File: src/rtl/mc_ctrl_unit_pkg.sv
// Shared types and encodings for the multicycle MIPS control unit.
package mc_ctrl_unit_pkg;

    localparam int unsigned OP_W  = 6;
    localparam int unsigned FN_W  = 6;
    localparam int unsigned ALU_W = 3;

    typedef enum logic [3:0] {
        S_IDLE,
        S_FETCH,
        S_DECODE,
        S_MEMADR,
        S_MEMRD,
        S_MEMWB,
        S_MEMWR,
        S_EXEC,
        S_ALUWB,
        S_BRANCH,
        S_IMMEX,
        S_IMMWB,
        S_JUMP,
        S_ILLEGAL
    } state_e;

    // Selects which ALU operation source applies in the current state
    typedef enum logic [1:0] {
        ACLS_ADD,
        ACLS_SUB,
        ACLS_FUNCT,
        ACLS_IMM
    } alu_cls_e;

    localparam logic [OP_W-1:0] OP_RTYPE = 6'b000000;
    localparam logic [OP_W-1:0] OP_LW    = 6'b100011;
    localparam logic [OP_W-1:0] OP_SW    = 6'b101011;
    localparam logic [OP_W-1:0] OP_BEQ   = 6'b000100;
    localparam logic [OP_W-1:0] OP_BNE   = 6'b000101;
    localparam logic [OP_W-1:0] OP_ADDI  = 6'b001000;
    localparam logic [OP_W-1:0] OP_ANDI  = 6'b001100;
    localparam logic [OP_W-1:0] OP_ORI   = 6'b001101;
    localparam logic [OP_W-1:0] OP_SLTI  = 6'b001010;
    localparam logic [OP_W-1:0] OP_J     = 6'b000010;

    localparam logic [FN_W-1:0] FN_ADD = 6'b100000;
    localparam logic [FN_W-1:0] FN_SUB = 6'b100010;
    localparam logic [FN_W-1:0] FN_AND = 6'b100100;
    localparam logic [FN_W-1:0] FN_OR  = 6'b100101;
    localparam logic [FN_W-1:0] FN_SLT = 6'b101010;

    localparam logic [ALU_W-1:0] ALU_AND = 3'b000;
    localparam logic [ALU_W-1:0] ALU_OR  = 3'b001;
    localparam logic [ALU_W-1:0] ALU_ADD = 3'b010;
    localparam logic [ALU_W-1:0] ALU_SUB = 3'b110;
    localparam logic [ALU_W-1:0] ALU_SLT = 3'b111;

    localparam logic [1:0] SRCB_B       = 2'b00;
    localparam logic [1:0] SRCB_FOUR    = 2'b01;
    localparam logic [1:0] SRCB_IMM     = 2'b10;
    localparam logic [1:0] SRCB_IMM_SL2 = 2'b11;

    localparam logic [1:0] PCSRC_ALU    = 2'b00;
    localparam logic [1:0] PCSRC_ALUOUT = 2'b01;
    localparam logic [1:0] PCSRC_JUMP   = 2'b10;

endpackage

File: src/rtl/mc_alu_ctrl_dec.sv
// Combinational ALU control decoder: (state class, opcode, funct) -> aluctrl,
// immediate zero-extend and R-type funct legality.
module mc_alu_ctrl_dec
    import mc_ctrl_unit_pkg::*;
#(
    parameter int unsigned ALUCTRL_W = 3
) (
    input  logic [1:0]           i_cls,
    input  logic [OP_W-1:0]      i_opcode,
    input  logic [FN_W-1:0]      i_funct,
    output logic [ALUCTRL_W-1:0] o_aluctrl,
    output logic                 o_imm_zext,
    output logic                 o_funct_legal
);

    alu_cls_e         cls;
    logic [ALU_W-1:0] alu_fn;
    logic [ALU_W-1:0] alu_imm;
    logic             zext_imm;
    logic [ALU_W-1:0] alu_sel;

    assign cls = alu_cls_e'(i_cls);

    always_comb begin
        alu_fn        = ALU_ADD;
        o_funct_legal = 1'b1;
        case (i_funct)
            FN_ADD:  alu_fn = ALU_ADD;
            FN_SUB:  alu_fn = ALU_SUB;
            FN_AND:  alu_fn = ALU_AND;
            FN_OR:   alu_fn = ALU_OR;
            FN_SLT:  alu_fn = ALU_SLT;
            default: o_funct_legal = 1'b0;
        endcase
    end

    // andi/ori operate on a zero-extended immediate, addi/slti sign-extend
    always_comb begin
        alu_imm  = ALU_ADD;
        zext_imm = 1'b0;
        case (i_opcode)
            OP_ANDI: begin alu_imm = ALU_AND; zext_imm = 1'b1; end
            OP_ORI:  begin alu_imm = ALU_OR;  zext_imm = 1'b1; end
            OP_SLTI: alu_imm = ALU_SLT;
            default: alu_imm = ALU_ADD;
        endcase
    end

    always_comb begin
        alu_sel    = ALU_ADD;
        o_imm_zext = 1'b0;
        case (cls)
            ACLS_SUB:   alu_sel = ALU_SUB;
            ACLS_FUNCT: alu_sel = alu_fn;
            ACLS_IMM: begin
                alu_sel    = alu_imm;
                o_imm_zext = zext_imm;
            end
            default:    alu_sel = ALU_ADD;
        endcase
        o_aluctrl = ALUCTRL_W'(alu_sel);
    end

endmodule

File: src/rtl/mc_ctrl_unit.sv
// Multicycle MIPS control unit: main FSM with memory handshake, ALU decode,
// illegal-instruction handling and retire/cycle performance counters.
module mc_ctrl_unit
    import mc_ctrl_unit_pkg::*;
#(
    parameter int unsigned ALUCTRL_W       = 3,
    parameter int unsigned PERF_CNT_W      = 32,
    parameter bit          TRAP_ON_ILLEGAL = 1'b1
) (
    input  logic                  i_clk,
    input  logic                  i_reset,
    input  logic [5:0]            i_opcode,
    input  logic [5:0]            i_funct,
    input  logic                  i_mem_ready,
    output logic                  o_mem_req,
    output logic                  o_iord,
    output logic                  o_memwrite,
    output logic                  o_irwrite,
    output logic                  o_pcwrite,
    output logic                  o_branch,
    output logic                  o_branch_ne,
    output logic [1:0]            o_pcsrc,
    output logic                  o_regdst,
    output logic                  o_memtoreg,
    output logic                  o_regwrite,
    output logic                  o_alusrca,
    output logic [1:0]            o_alusrcb,
    output logic                  o_imm_zext,
    output logic [ALUCTRL_W-1:0]  o_aluctrl,
    output logic                  o_illegal,
    output logic                  o_retire,
    output logic [PERF_CNT_W-1:0] o_instret,
    output logic [PERF_CNT_W-1:0] o_cycles
);

    state_e                state_q, state_d;
    logic [PERF_CNT_W-1:0] cycles_q, cycles_d;
    logic [PERF_CNT_W-1:0] instret_q, instret_d;
    alu_cls_e              alu_cls;
    logic [ALUCTRL_W-1:0]  dec_aluctrl;
    logic                  dec_imm_zext;
    logic                  funct_legal;

    mc_alu_ctrl_dec #(
        .ALUCTRL_W (ALUCTRL_W)
    ) u_alu_dec (
        .i_cls         (alu_cls),
        .i_opcode      (i_opcode),
        .i_funct       (i_funct),
        .o_aluctrl     (dec_aluctrl),
        .o_imm_zext    (dec_imm_zext),
        .o_funct_legal (funct_legal)
    );

    always_comb begin
        alu_cls = ACLS_ADD;
        case (state_q)
            S_EXEC:   alu_cls = ACLS_FUNCT;
            S_IMMEX:  alu_cls = ACLS_IMM;
            S_BRANCH: alu_cls = ACLS_SUB;
            default:  alu_cls = ACLS_ADD;
        endcase
    end

    // Next-state logic
    always_comb begin
        state_d = state_q;
        case (state_q)
            S_IDLE:   state_d = S_FETCH;
            S_FETCH:  if (i_mem_ready) state_d = S_DECODE;
            S_DECODE: begin
                case (i_opcode)
                    OP_LW, OP_SW:                       state_d = S_MEMADR;
                    OP_RTYPE:                           state_d = funct_legal ? S_EXEC : S_ILLEGAL;
                    OP_BEQ, OP_BNE:                     state_d = S_BRANCH;
                    OP_ADDI, OP_ANDI, OP_ORI, OP_SLTI:  state_d = S_IMMEX;
                    OP_J:                               state_d = S_JUMP;
                    default:                            state_d = S_ILLEGAL;
                endcase
            end
            S_MEMADR: state_d = (i_opcode == OP_LW) ? S_MEMRD : S_MEMWR;
            S_MEMRD:  if (i_mem_ready) state_d = S_MEMWB;
            S_MEMWB:  state_d = S_FETCH;
            S_MEMWR:  if (i_mem_ready) state_d = S_FETCH;
            S_EXEC:   state_d = S_ALUWB;
            S_ALUWB:  state_d = S_FETCH;
            S_BRANCH: state_d = S_FETCH;
            S_IMMEX:  state_d = S_IMMWB;
            S_IMMWB:  state_d = S_FETCH;
            S_JUMP:   state_d = S_FETCH;
            S_ILLEGAL: if (!TRAP_ON_ILLEGAL) state_d = S_FETCH;
            default:  state_d = S_IDLE;
        endcase
    end

    // Moore control decode; only FETCH and MEMWR look at the memory handshake
    always_comb begin
        o_mem_req   = 1'b0;
        o_iord      = 1'b0;
        o_memwrite  = 1'b0;
        o_irwrite   = 1'b0;
        o_pcwrite   = 1'b0;
        o_branch    = 1'b0;
        o_branch_ne = 1'b0;
        o_pcsrc     = PCSRC_ALU;
        o_regdst    = 1'b0;
        o_memtoreg  = 1'b0;
        o_regwrite  = 1'b0;
        o_alusrca   = 1'b0;
        o_alusrcb   = SRCB_B;
        o_imm_zext  = 1'b0;
        o_aluctrl   = dec_aluctrl;
        o_illegal   = 1'b0;
        o_retire    = 1'b0;
        case (state_q)
            S_IDLE:   o_aluctrl = '0;
            S_FETCH: begin
                o_mem_req = 1'b1;
                o_alusrcb = SRCB_FOUR;
                o_irwrite = i_mem_ready;
                o_pcwrite = i_mem_ready;
            end
            S_DECODE: o_alusrcb = SRCB_IMM_SL2;
            S_MEMADR: begin
                o_alusrca = 1'b1;
                o_alusrcb = SRCB_IMM;
            end
            S_MEMRD: begin
                o_mem_req = 1'b1;
                o_iord    = 1'b1;
            end
            S_MEMWB: begin
                o_memtoreg = 1'b1;
                o_regwrite = 1'b1;
                o_retire   = 1'b1;
            end
            S_MEMWR: begin
                o_mem_req  = 1'b1;
                o_iord     = 1'b1;
                o_memwrite = 1'b1;
                o_retire   = i_mem_ready;
            end
            S_EXEC:   o_alusrca = 1'b1;
            S_ALUWB: begin
                o_regdst   = 1'b1;
                o_regwrite = 1'b1;
                o_retire   = 1'b1;
            end
            S_BRANCH: begin
                o_alusrca   = 1'b1;
                o_pcsrc     = PCSRC_ALUOUT;
                o_branch    = (i_opcode == OP_BEQ);
                o_branch_ne = (i_opcode == OP_BNE);
                o_retire    = 1'b1;
            end
            S_IMMEX: begin
                o_alusrca  = 1'b1;
                o_alusrcb  = SRCB_IMM;
                o_imm_zext = dec_imm_zext;
            end
            S_IMMWB: begin
                o_regwrite = 1'b1;
                o_retire   = 1'b1;
            end
            S_JUMP: begin
                o_pcsrc   = PCSRC_JUMP;
                o_pcwrite = 1'b1;
                o_retire  = 1'b1;
            end
            S_ILLEGAL: begin
                o_illegal = 1'b1;
                o_retire  = !TRAP_ON_ILLEGAL;
            end
            default:  o_aluctrl = '0;
        endcase
    end

    always_comb begin
        cycles_d  = (state_q != S_IDLE) ? cycles_q + PERF_CNT_W'(1) : cycles_q;
        instret_d = o_retire ? instret_q + PERF_CNT_W'(1) : instret_q;
    end

    always_ff @(posedge i_clk or posedge i_reset) begin
        if (i_reset) begin
            state_q   <= S_IDLE;
            cycles_q  <= '0;
            instret_q <= '0;
        end else begin
            state_q   <= state_d;
            cycles_q  <= cycles_d;
            instret_q <= instret_d;
        end
    end

    assign o_cycles  = cycles_q;
    assign o_instret = instret_q;

endmodule
File: config.mk
export PLATFORM = sky130hd
export DESIGN_NAME = mc_ctrl_unit
export DESIGN_NICKNAME = d
export VERILOG_FILES = /design/src/rtl/mc_ctrl_unit_pkg.sv /design/src/rtl/mc_alu_ctrl_dec.sv /design/src/rtl/mc_ctrl_unit.sv
export SDC_FILE = /design/constraint.sdc
export NUM_CORES = 1
export LEC_CHECK = 0
export CORE_MARGIN = 2
export CORE_UTILIZATION = 50
export CTS_BUF_LIST = sky130_fd_sc_hd__clkbuf_8
export DETAILED_ROUTE_END_ITERATION = 7
export PLACE_DENSITY = 0.82
export SLEW_MARGIN = 20
export SYNTH_ARGS = -nofsm -noshare
export SYNTH_HDL_FRONTEND = slang
export SYNTH_SLANG_ARGS = --single-unit
File: constraint.sdc
create_clock -name i_clk -period 3.24 [get_ports i_clk]
set_clock_uncertainty 0.2 [all_clocks]
set_input_delay 0.648 -clock i_clk [delete_from_list [all_inputs] [get_ports i_clk]]
set_output_delay 0.648 -clock i_clk [all_outputs]
set_load 0.02 [all_outputs]
# --- Yosys cells after proc, flatten, opt, wreduce, memory -nomap -nowiden ---
# Index checks and enable logic that the tools add are counted.
# Widths: inputs -> output; s select.
word_totals:
  inputBits: 15
  output_inout_bits: 85
  regBits: 68
  wordCells: 87
op_classes:
  eq_ne: 33
  muxes: 31
  n_bitwise: 1
  n_reduce_logical: 17
  n_addsub: 2
ops:
  columns: ["op", "count"]
  rows:
  - ["$add 32x1->32 const B", 2]
  - ["$eq 6x6->1 const B", 7]
  - ["$pmux 4 s9", 1]
  - ["$eq 4x4->1 const B", 6]
  - ["$eq 6x4->1 const B", 4]
  - ["$pmux 4 s5", 1]
  - ["$pmux 3 s3", 2]
  - ["$eq 4x3->1 const B", 4]
  - ["$mux 4", 4]
  - ["$mux 1", 15]
  - ["$reduce_or 13->1", 1]
  - ["$eq 6x3->1 const B", 2]
  - ["$pmux 2 s3", 2]
  - ["$pmux 3 s4", 1]
  - ["$reduce_or 2->1", 5]
  - ["$reduce_or 5->1", 2]
  - ["$eq 4x2->1 const B", 2]
  - ["$reduce_or 4->1", 2]
  - ["$eq 6x2->1 const B", 1]
  - ["$logic_not 6->1", 1]
  - ["$ne 2x2->1 const B", 3]
  - ["$reduce_or 3->1", 2]
  - ["$reduce_or 6->1", 1]
  - ["$eq 2x2->1 const B", 2]
  - ["10 further kinds", 11]

# --- Logic depth before layout (Yosys ltp) ---
# Gate-level depths: netlist (run 1).
logic_depth:
  depth_word: 6
  mapped_depth: 7
  mapped_depth_nobuf: 6

# --- Cells and area by module ---
# Synthesis (run 1) repeated with hierarchy kept, for this count alone.
hier_totals:
  cells_unflattened: 371
  area_unflattened_um2: 3631.0
by_module_without_submodules:
  columns: ["module", "cells_per_inst", "area_per_inst_um2", "n_inst"]
  rows:
  - ["mc_ctrl_unit", 351, 3460.8, 1]
  - ["mc_alu_ctrl_dec", 20, 170.2, 1]

# --- Worst setup path after synthesis (run 1) ---
# Ideal clock, no wire load.
synth_timing:
  path_kind: "reg2out"
  from: "register state_q[0]"
  to: "output o_pcwrite"
  path_stages_with_launch: 5
  required_ns: 2.392
  t_arrival_ns: 1.895
  n_path_buf: 1
  slack_ns: 0.497
  cell_sequence: "dfrtp_1 clkbuf_1 nand2_1 nor4b_1 or2_2"
synth_via:
  elab_chain_cells: 2
synth_lines:
  columns: ["item", "line_no", "text"]
  rows:
  - ["start: declaration", "mc_ctrl_unit.sv:36", "state_e state_q, state_d;"]
  - ["start signal: assignment", "mc_ctrl_unit.sv:189", "state_q <= state_d;"]
  - ["$eq 4x4->1 or $eq 4x1->1 (tied branches)", "mc_ctrl_unit.sv:115", "case (state_q)"]
  - ["$pmux 1 s2 *", "mc_ctrl_unit.sv:115", null]
  - ["end: declaration", "mc_ctrl_unit.sv:19", "output logic o_pcwrite,"]
# Mark *: on every way between the ends. The rest lies on a longest branch, timed or not.

# --- Worst setup path after layout (run 1) ---
layout_timing:
  from: "register state_q[0]"
  to: "output o_mem_req"
layout_via:
  elab_chain_cells: 3
layout_lines:
  columns: ["item", "line_no", "text"]
  rows:
  - ["$eq 4x3->1 or $eq 4x1->1 (tied branches)", "mc_ctrl_unit.sv:115", null]
  - ["$reduce_or 3->1 (no line) *", null, null]
  - ["$mux 1 *", "mc_ctrl_unit.sv:115", null]
  - ["end: declaration", "mc_ctrl_unit.sv:15", "output logic o_mem_req,"]
# Marks and branches as above.

==> results of run 1 <==
synthesized netlist by cell type (all sizes together) (2+ instances only):
library cell  instances  share of area (%)
or3                   3               0.50
nor3                 17                2.3
nor4                  8                1.5
dfrtp                68                 46
mux2i                 3               0.81
nor3b                 6                1.2
buf                   9                1.6
nor2                 25                2.5
and2                  4               0.74
a21oi                 8                1.1
and4                  9                2.3
nand4                15                2.7
or2                   2               0.34
inv                  12                1.2
a31oi                 6                1.0
nand3b                2               0.40
xnor2                40                9.4
clkbuf                8               0.81
nor2b                 5               0.84
ha                    2               0.67
nand2b                4               0.67
nand3                27                4.4
a211oi                5                1.0
mux2                  2               0.61
and3                  7                1.2
o21ai                 9                1.2
nand2                34                3.4
xor2                 22                5.2
nor4b                 2               0.47
power groups by stage:
stage / registers (mW) / logic [mW] / clock network (mW)
detailed placement: 1.15 / 1.41 / 0
floorplan: 1.19 / 0.805 / 0
global placement: 1.15 / 1.39 / 0
finish: 1.15 / 1.42 / 0.773
CTS: 1.14 / 1.42 / 0.789
global route: 1.17 / 1.54 / 0.835
metal layers:
metal	part of all wire, %	routed length, um	up-vias
met3	5.1	469	14
li1	-	-	1577
met4	1.3	121	0
met2	49	4440	116
met1	45	4100	1627
met5	0	0	-
final cells by class:
type	instances	share of cell area (%)
Multi-Input combinational cell	284	36.9
Clock inverter	7	1.91
Inverter	12	0.869
Sequential cell	68	32.8
Tap cell	99	2.39
Timing Repair Buffer	121	22.7
Clock buffer	9	2.39
per-stage QoR:
| stage | TNS, ns | hold WS, ns | area (um2) | utilization (%) |
|---|---|---|---|---|
| final | 0 | 0.277 | 5180 | 71.9 |
| after floorplan | 0 | 0.378 | 3720 | - |
| after CTS | 0 | 0.281 | 5150 | 71.5 |
| after global placement | -0.172 | 0.258 | 4920 | 68.2 |
| after detailed placement | -0.167 | 0.268 | 4920 | 68.2 |
| after global routing | 0 | 0.317 | 5180 | 71.9 |
registers in the layout, summed over array words and instances (netlist names):
| signal | count |
|---|---|
| o_cycles | 32 |
| o_instret | 32 |
| state_q | 4 |
logic make-up (layout without fill, tap and decap cells):
kind of cell | count (synthesis) | after routing
buf+inv | 29 | 149
xor+xnor | 62 | 62
simple gates | 175 | 175
flops | 68 | 68
mux | 5 | 5
compound gates | 40 | 40
fa+ha+maj | 2 | 2
worst max-delay path: cells and delay by family (launching register included):
kind                   cells  cell delay (ns)
buffers and inverters      2             0.83
DFF                        1             0.50
and+or+nand+nor            2             0.39
AOI/OAI and AO/OA          1             0.15
how the worst min path moves through the flow:
stage,from,cells after the start,end,slack [ns]
floorplan,o_cycles[31]$_DFFE_PP0N_,1,o_cycles[31]$_DFFE_PP0N_,0.38
global placement,o_cycles[31]$_DFFE_PP0N_,1,o_cycles[31]$_DFFE_PP0N_,0.26
detailed placement,o_cycles[31]$_DFFE_PP0N_,1,o_cycles[31]$_DFFE_PP0N_,0.27
CTS,o_cycles[31]$_DFFE_PP0N_,1,o_cycles[31]$_DFFE_PP0N_,0.28
global route,o_cycles[11]$_DFFE_PP0N_,1,o_cycles[11]$_DFFE_PP0N_,0.32
finish,o_cycles[31]$_DFFE_PP0N_,1,o_cycles[31]$_DFFE_PP0N_,0.28
timing repair:
action,4_1_cts,5_1_grt
endpoints found under the setup margin,4,9
setup buffers,0,0
gates resized for setup,4,12
==> key figures, run 1 <==
Run status
  • Status: finished, final reports clean

Layout
  • Area Overhead vs Synth: 39.3%
  • Register area: 1700 um2
  • Multi-input gate area: 1910 um2
  • Fill cell count: 546
  • Share of cells above drive strength 1: 12.8%
  • Most frequent cells in the layout: clkdlybuf4s50_1 (92), dfrtp_1 (67), xnor2_1 (40), nand2_1 (34), nor2_1 (25)
  • Commonest non-fill, non-tap cell in the layout: clkdlybuf4s50_1
  • Antenna Diode Count: 0
  • Finished Layout Cells: 600
  • Final nets: 513

Global routing
  • Antenna violations before repair: 0
  • Met2 usage: 38.3%
  • Busiest grt layer: met2
  • Aggregate global routing overflow: 0
  • Largest net degree at the start of global routing: 69
  • First-pass GRT wire length: 15,500 um
  • Met1 Track Usage GR: 30.0%
  • Global Route Usage Sum: 23.1%
  • Met3 GRT Util: 5.18%
  • Vias in the first global route: 3,300

Worst setup path
  • Arrival time at the worst endpoint: 2.21 ns
  • FF-to-FF path depth: 6
  • R2r startpoint: state_q[0]$_DFFE_PP0P_
  • Critical Path Max Stage Delay: 0.62 ns
  • Critical-path cell list: buf_4, nor2b_1, nand2_1, a21oi_1, clkdlybuf4s50_1
  • Launch point of the worst path: state_q[0]$_DFFE_PP0P_
  • Worst Path Required: 2.39 ns
  • R2R Setup Slk: 0.85 ns
  • Worst Path Max Fanout: 14
  • CP endpoint kind: output port
  • CP max-delay cell: clkdlybuf4s50_1
  • Startpoint types: flop
  • CP Class: reg2out
  • Critical Path Sink: o_mem_req
  • R2R Path End: o_instret[27]$_DFFE_PP0P_

Clock tree
  • Clock Tree Root: clkbuf_8
  • Hold_buf cts: 0
  • Clock slew at reported path FFs: 0.08 ns
  • Worst skew pair latency: 0.33 ns
  • # clock sinks: 68
  • TritonCTS clock tree: built
  • H-tree levels: 3
  • CTS buffer count: 9
  • CTS Buffer Depth: 2

Power
  • Pwr Density: 645 nW/um2
  • Design Power: 3.34 mW
  • Sequential power share: 34.3%
  • Clock network fraction of total power: 23.1%
  • Psw: 1.29 mW
  • Sw Ratio: 38.7%
  • P_int: 2.05 mW
  • Comb power frac: 42.6%
  • Lkg Pwr: 2.21 nW
  • Maximum vdd drop: 0.587 mV

Die
  • Die ar.: 8150 um2
  • Standard-cell row count: 31
  • Chip height: 90.3 um
  • I/O pins: 100
  • Die width: 90.3 um
  • Initial Utilization: 51.6%
  • Placeable Area: 7210 um2

Timing
  • Worst slew margin: 59.6%
  • RSZ-0062 raised after global routing: no
  • Fin crit share: 94.5%
  • Peak Freq: 326 MHz
  • Hold Fails Final Rpt: 0
  • Max Transition Viols Final: 0
  • Final Critical Period: 3.06 ns
  • Final setup fails: 0
  • Tightest Pin Transition: 0.603 ns
  • Final Worst Setup Slack: 0.177 ns

Drt
  • Vias: 3,334
  • Number of remaining DRC errors: 0
  • Drt initial violations: 116
  • Post-Route WL: 9140 um
  • DRT Pass-1 Iters: 4
  • WL per Instance: 15.2 um
  • Antenna Nets Post-Route: 0
  • Vias/cell: 5.56

Yosys
  • Adder-Cell Fraction of Synth Area: 0.672%
  • Share of flip-flops with an asynchronous set or reset: 100%
  • Post-Syn Nets: 398
  • Post-synthesis simple-gate area fraction: 26.8%
  • Main combinational cell family by area after synthesis: simple AND/OR/NAND/NOR gates
  • Ys Warns: 0
  • Mapped cell area: 3720 um2
  • Unique masters post-synth: 54
  • Synth Area in XOR/XNOR: 14.6%
  • Most used flip-flop cell after synthesis: dfrtp_1
  • Register area share after synthesis: 45.7%
  • Post-synth EDFFs: 0
  • Register bit total from synthesis: 68
  • Compound-Gate Fraction of Synth Area: 7.13%
  • Post-Syn Area per Cell: 9.77 um2
  • Post-Synthesis Cells: 381
  • Post-synthesis mux area share: 1.41%

Placed design
  • Input/output buffers: 99
  • Dpl ws: -0.123 ns
  • Final GP Congestion: 0.918
  • Post-DP HPWL: 6630 um
  • Placed cell count: 584

Min path
  • Hold Crit Class: reg2reg

Job
  • Max-cap violations: 0
No activity file was read; power rests on OpenSTA's default activity.
==> run 2: changes to the inputs <==
--- a/config.mk
+++ b/config.mk
@@ -9,6 +9,8 @@
 export CORE_UTILIZATION = 50
 export CTS_BUF_LIST = sky130_fd_sc_hd__clkbuf_8
 export DETAILED_ROUTE_END_ITERATION = 7
+export GPL_ROUTABILITY_DRIVEN = 0
+export HOLD_SLACK_MARGIN = 0.03
 export PLACE_DENSITY = 0.82
 export SLEW_MARGIN = 20
 export SYNTH_ARGS = -nofsm -noshare
==> run 2 against run 1 <==
Wire length shrank 0.25%. Setup slack lost 0.025 ns. Design area shrank 0.60%. Via count grew 1.0%. Highest routed layer unchanged. Combinational power is essentially flat. Non-clock buffer count grew 1. Sequential share of layout area grew 0.20 points.
==> key figures, run 2 (synthesis results as in run 1) <==
Timing
  • Hold Fails Final Rpt: 0
  • Tightest Pin Transition: 0.589 ns
  • Final setup fails: 0
  • Fin crit share: 95.3%
  • Worst slew margin: 60.6%
  • RSZ-0062 raised after global routing: no
  • Final Critical Period: 3.09 ns
  • Max Transition Viols Final: 0
  • Peak Freq: 324 MHz

Worst setup path
  • Worst Path Max Fanout: 3
  • Worst Path Required: 2.39 ns
  • Arrival time at the worst endpoint: 2.24 ns
  • CP endpoint kind: output port
  • Startpoint types: input port
  • CP Class: in2out

Job
  • Max-cap violations: 0

Clock tree
  • Clock Tree Root: clkbuf_8
  • CTS Buffer Depth: 2
  • # clock sinks: 68
  • Worst skew pair latency: 0.33 ns
  • Setup Buffers After CTS: 0
  • H-tree levels: 3
  • Clock slew at reported path FFs: 0.07 ns
  • TritonCTS clock tree: built
  • CTS buffer count: 9

Global routing
  • Aggregate global routing overflow: 0
  • Antenna violations before repair: 0
  • Vias in the first global route: 3,353
  • Largest net degree at the start of global routing: 69
  • First-pass GRT wire length: 15,400 um
  • Global Route Usage Sum: 23.0%

Placed design
  • Input/output buffers: 99
  • Placement Cell Area: 4930 um2
  • Post-DP HPWL: 6600 um

Layout
  • Fill cell count: 562
  • Commonest non-fill, non-tap cell in the layout: clkdlybuf4s50_1
  • Finished Core Util: 71.4%
  • Finished Cell Area: 5150 um2
  • Most frequent cells in the layout: clkdlybuf4s50_1 (93), dfrtp_1 (67), xnor2_1 (40), nand2_1 (34), nor2_1 (25)
  • Area Overhead vs Synth: 38.5%
  • Share of cells above drive strength 1: 11.8%
  • Final nets: 514
  • Antenna Diode Count: 0

Die
  • Die width: 90.3 um
  • Standard-cell row count: 31
  • Die ar.: 8150 um2
  • I/O pins: 100
  • Initial Utilization: 51.6%
  • Placeable Area: 7210 um2
  • Chip height: 90.3 um

Drt
  • Antenna Nets Post-Route: 0
  • DRT Pass-1 Iters: 5
  • Vias: 3,368
  • Vias/cell: 5.62
  • WL per Instance: 15.2 um
  • Drt initial violations: 115
  • Number of remaining DRC errors: 0
  • Post-Route WL: 9120 um

Power
  • Lkg Pwr: 2.19 nW
  • Design Power: 3.26 mW
  • Pwr Density: 632 nW/um2
  • Maximum vdd drop: 0.591 mV

Run status
  • Status: finished, final reports clean

Min path
  • Hold Crit Class: reg2reg
run 2: where the power goes:
group	internal, mW	leakage [nW]	switching [mW]
sequential	0.959	0.899	0.204
combinational	0.663	1.19	0.748
clock	0.385	0.102	0.296
run 2: layout make-up:
class	count	area, um2	share of cell area (%)
clock buffer	11	151	2.94
clock inverter	3	38.8	0.753
inverter	12	45.0	0.874
multi-input combinational	284	1900	36.9
sequential	68	1700	33.0
tap	99	124	2.40
timing repair buffer	122	1190	23.1
run 2: repair_timing:
action,CTS,global route
hold buffers,0,0
resized for setup,4,8
setup endpoints to repair,5,7
run 2: final timing paths:
| path | start | end | slack [ns] | cells after the start |
|---|---|---|---|---|
| max | i_mem_ready | o_pcwrite | 0.15 | 4 |
| min | o_cycles[21]$_DFFE_PP0N_ | o_cycles[21]$_DFFE_PP0N_ | 0.29 | 1 |
| max reg2reg | o_instret[0]$_DFFE_PP0P_ | o_instret[28]$_DFFE_PP0P_ | 0.88 | 7 |
| min reg2reg | o_cycles[21]$_DFFE_PP0N_ | o_cycles[21]$_DFFE_PP0N_ | 0.29 | 1 |
| max in group asynchronous | i_reset | state_q[0]$_DFFE_PP0P_ | 2.03 | 3 |
| min in group asynchronous | i_reset | o_instret[20]$_DFFE_PP0P_ | 0.50 | 3 |
run 2: per-layer routing:
layer  global-route usage, %  part of all wire, %
met1                    30.2                   43
met2                    37.4                   49
met3                    4.59                  5.8
met4                    9.87                  1.7
met5                       0                    0
run 2: critical path: stages:
cell and delay (ns):
clkdlybuf4s50_1 0.50, nor4b_1 0.32, or2_2 0.18, clkdlybuf4s50_1 0.59
run 2: stage by stage:
step | setup TNS [ns] | hold slack (ns) | std cells | setup slack [ns]
global route | 0 | 0.313 | 599 | 0.00528
detailed placement | -0.311 | 0.286 | 585 | -0.179
floorplan | 0 | 0.378 | 381 | 0.497
finish | 0 | 0.292 | 599 | 0.152
global placement | -0.132 | 0.258 | 585 | -0.132
CTS | 0 | 0.297 | 599 | 0.00669
==> run 3: changes to the inputs <==
==> constraint.sdc (replaced) <==
create_clock -name i_clk -period 3.45 [get_ports i_clk]
set_clock_uncertainty 0.2 [all_clocks]
set_input_delay 0.69 -clock i_clk [delete_from_list [all_inputs] [get_ports i_clk]]
set_output_delay 0.69 -clock i_clk [all_outputs]
set_load 0.02 [all_outputs]
==> run 3 against run 2 <==
Critical path depth increased by 2. Sequential share of layout area increased by 0.22 points. Clock power increased by 15%. Combinational power decreased by 9%. Worst hold slack got worse by 0.027 ns. First-iteration DRC count increased by 75%. Non-clock buffer count decreased by 7. Clock-buffer cell count decreased by 1. Sequential power decreased by 5%. Flip-flop and latch count unchanged. Final cell count decreased by 1.0%. Critical path type unchanged. Critical endpoint is now o_aluctrl[1]. Largest cell class unchanged. Largest power group unchanged.
==> key figures, run 3 (synthesis results as in run 1) <==
Global routing
  • Largest net degree at the start of global routing: 69
  • Vias in the first global route: 3,329
  • Global Route Usage Sum: 24.0%
  • First-pass GRT wire length: 15,900 um
  • Aggregate global routing overflow: 0
  • Antenna violations before repair: 0

Clock tree
  • Worst skew pair latency: 0.34 ns
  • Hold_buf cts: 0
  • H-tree levels: 3
  • Clock slew at reported path FFs: 0.07 ns
  • Setup Buffers After CTS: 0
  • # clock sinks: 68
  • CTS buffer count: 9
  • CTS Buffer Depth: 2
  • Clock Tree Root: clkbuf_8
  • Resized cells post-CTS: 1
  • TritonCTS clock tree: built

Layout
  • Antenna Diode Count: 0
  • Share of cells above drive strength 1: 11.1%
  • Area Overhead vs Synth: 37.7%
  • Fill cell count: 575
  • Commonest non-fill, non-tap cell in the layout: clkdlybuf4s50_1
  • Register area: 1700 um2
  • Finished Cell Area: 5120 um2
  • Multi-input gate area: 1900 um2
  • Final nets: 507
  • Finished Layout Cells: 593
  • Most frequent cells in the layout: clkdlybuf4s50_1 (95), dfrtp_1 (66), xnor2_1 (40), nand2_1 (34), nor2_1 (25)
  • Finished Core Util: 71.0%

Drt
  • Antenna Nets Post-Route: 0
  • Vias: 3,348
  • Post-Route WL: 9100 um
  • WL per Instance: 15.3 um
  • Number of remaining DRC errors: 0
  • DRT Pass-1 Iters: 5
  • Vias/cell: 5.65
  • Drt initial violations: 201

Worst setup path
  • CP endpoint kind: output port
  • R2r startpoint: o_instret[0]$_DFFE_PP0P_
  • Critical Path Max Stage Delay: 0.56 ns
  • Worst Path Max Fanout: 3
  • Arrival time at the worst endpoint: 2.39 ns
  • Critical-path cell list: clkdlybuf4s50_1, nor2b_1, nand2_1, o21ai_0, a31oi_1, clkdlybuf4s50_1
  • Startpoint types: input port
  • CP Class: in2out
  • Worst Path Required: 2.56 ns
  • Launch point of the worst path: i_opcode[2]
  • CP most frequent cell: clkdlybuf4s50_1
  • CP max-delay cell: clkdlybuf4s50_1

Power
  • Design Power: 3.18 mW
  • Pwr Density: 621 nW/um2
  • Maximum vdd drop: 0.676 mV
  • Lkg Pwr: 2.15 nW

Timing
  • WHS: 0.266 ns
  • Final Critical Period: 3.28 ns
  • RSZ-0062 raised after global routing: no
  • Worst slew margin: 44.6%
  • Final Worst Setup Slack: 0.170 ns
  • Tightest Pin Transition: 0.831 ns
  • Peak Freq: 305 MHz
  • Final setup fails: 0
  • Fin crit share: 95.1%
  • Max Transition Viols Final: 0
  • Setup TNS: 0 ns
  • Hold Fails Final Rpt: 0

Placed design
  • Dpl ws: -0.0369 ns
  • Placement Cell Area: 4860 um2
  • Input/output buffers: 99
  • Placed cell count: 578
  • Post-DP HPWL: 6720 um

Die
  • Die ar.: 8150 um2
  • Initial Utilization: 51.6%
  • Die width: 90.3 um
  • Standard-cell row count: 31
  • I/O pins: 100
  • Placeable Area: 7210 um2
  • Chip height: 90.3 um

Job
  • Max-cap violations: 0

Min path
  • Hold Crit Class: reg2reg
  • Hold Crit Start: o_cycles[31]$_DFFE_PP0N_

Run status
  • Status: finished, final reports clean
[run 3: final timing paths]
check,to,slack (ns),depth (start not counted)
min,o_cycles[31]$_DFFE_PP0N_,0.27,1
max reg2reg,o_instret[24]$_DFFE_PP0P_,0.83,6
min reg2reg,o_cycles[31]$_DFFE_PP0N_,0.27,1
max,o_aluctrl[1],0.17,6
min in group asynchronous,o_instret[19]$_DFFE_PP0P_,0.70,3
max in group asynchronous,state_q[3]$_DFFE_PP0P_,1.75,3
[run 3: final cells by class]
cell class	instances	area share, %
repair buffers	115	21.8
well taps	99	2.42
clock inverters	5	1.95
multi-input cells	284	37.0
inverters	12	0.879
clock buffers	10	2.69
flip-flops and latches	68	33.3
[run 3: routing by layer]
metal  vias to the layer above  track usage, %  wire length [um]
met3                        27            3.92               466
met4                         0            10.3               255
li1                       1574               -                 -
met1                      1611            31.3              3880
met2                       136            39.7              4490
met5                         -               0                 0
[run 3: power breakdown]
group	total [mW]	internal [mW]	leakage (nW)	switching, mW
clock	0.783	0.493	0.122	0.290
sequential	1.10	0.902	0.897	0.202
combinational	1.29	0.600	1.13	0.693
total	3.18	2.00	2.15	1.18
[run 3: worst max-delay path: cells and delay by family]
family / cells / cell delay, ns
buf+inv: 2 / 1.06
compound gates: 2 / 0.30
simple gates: 2 / 0.34
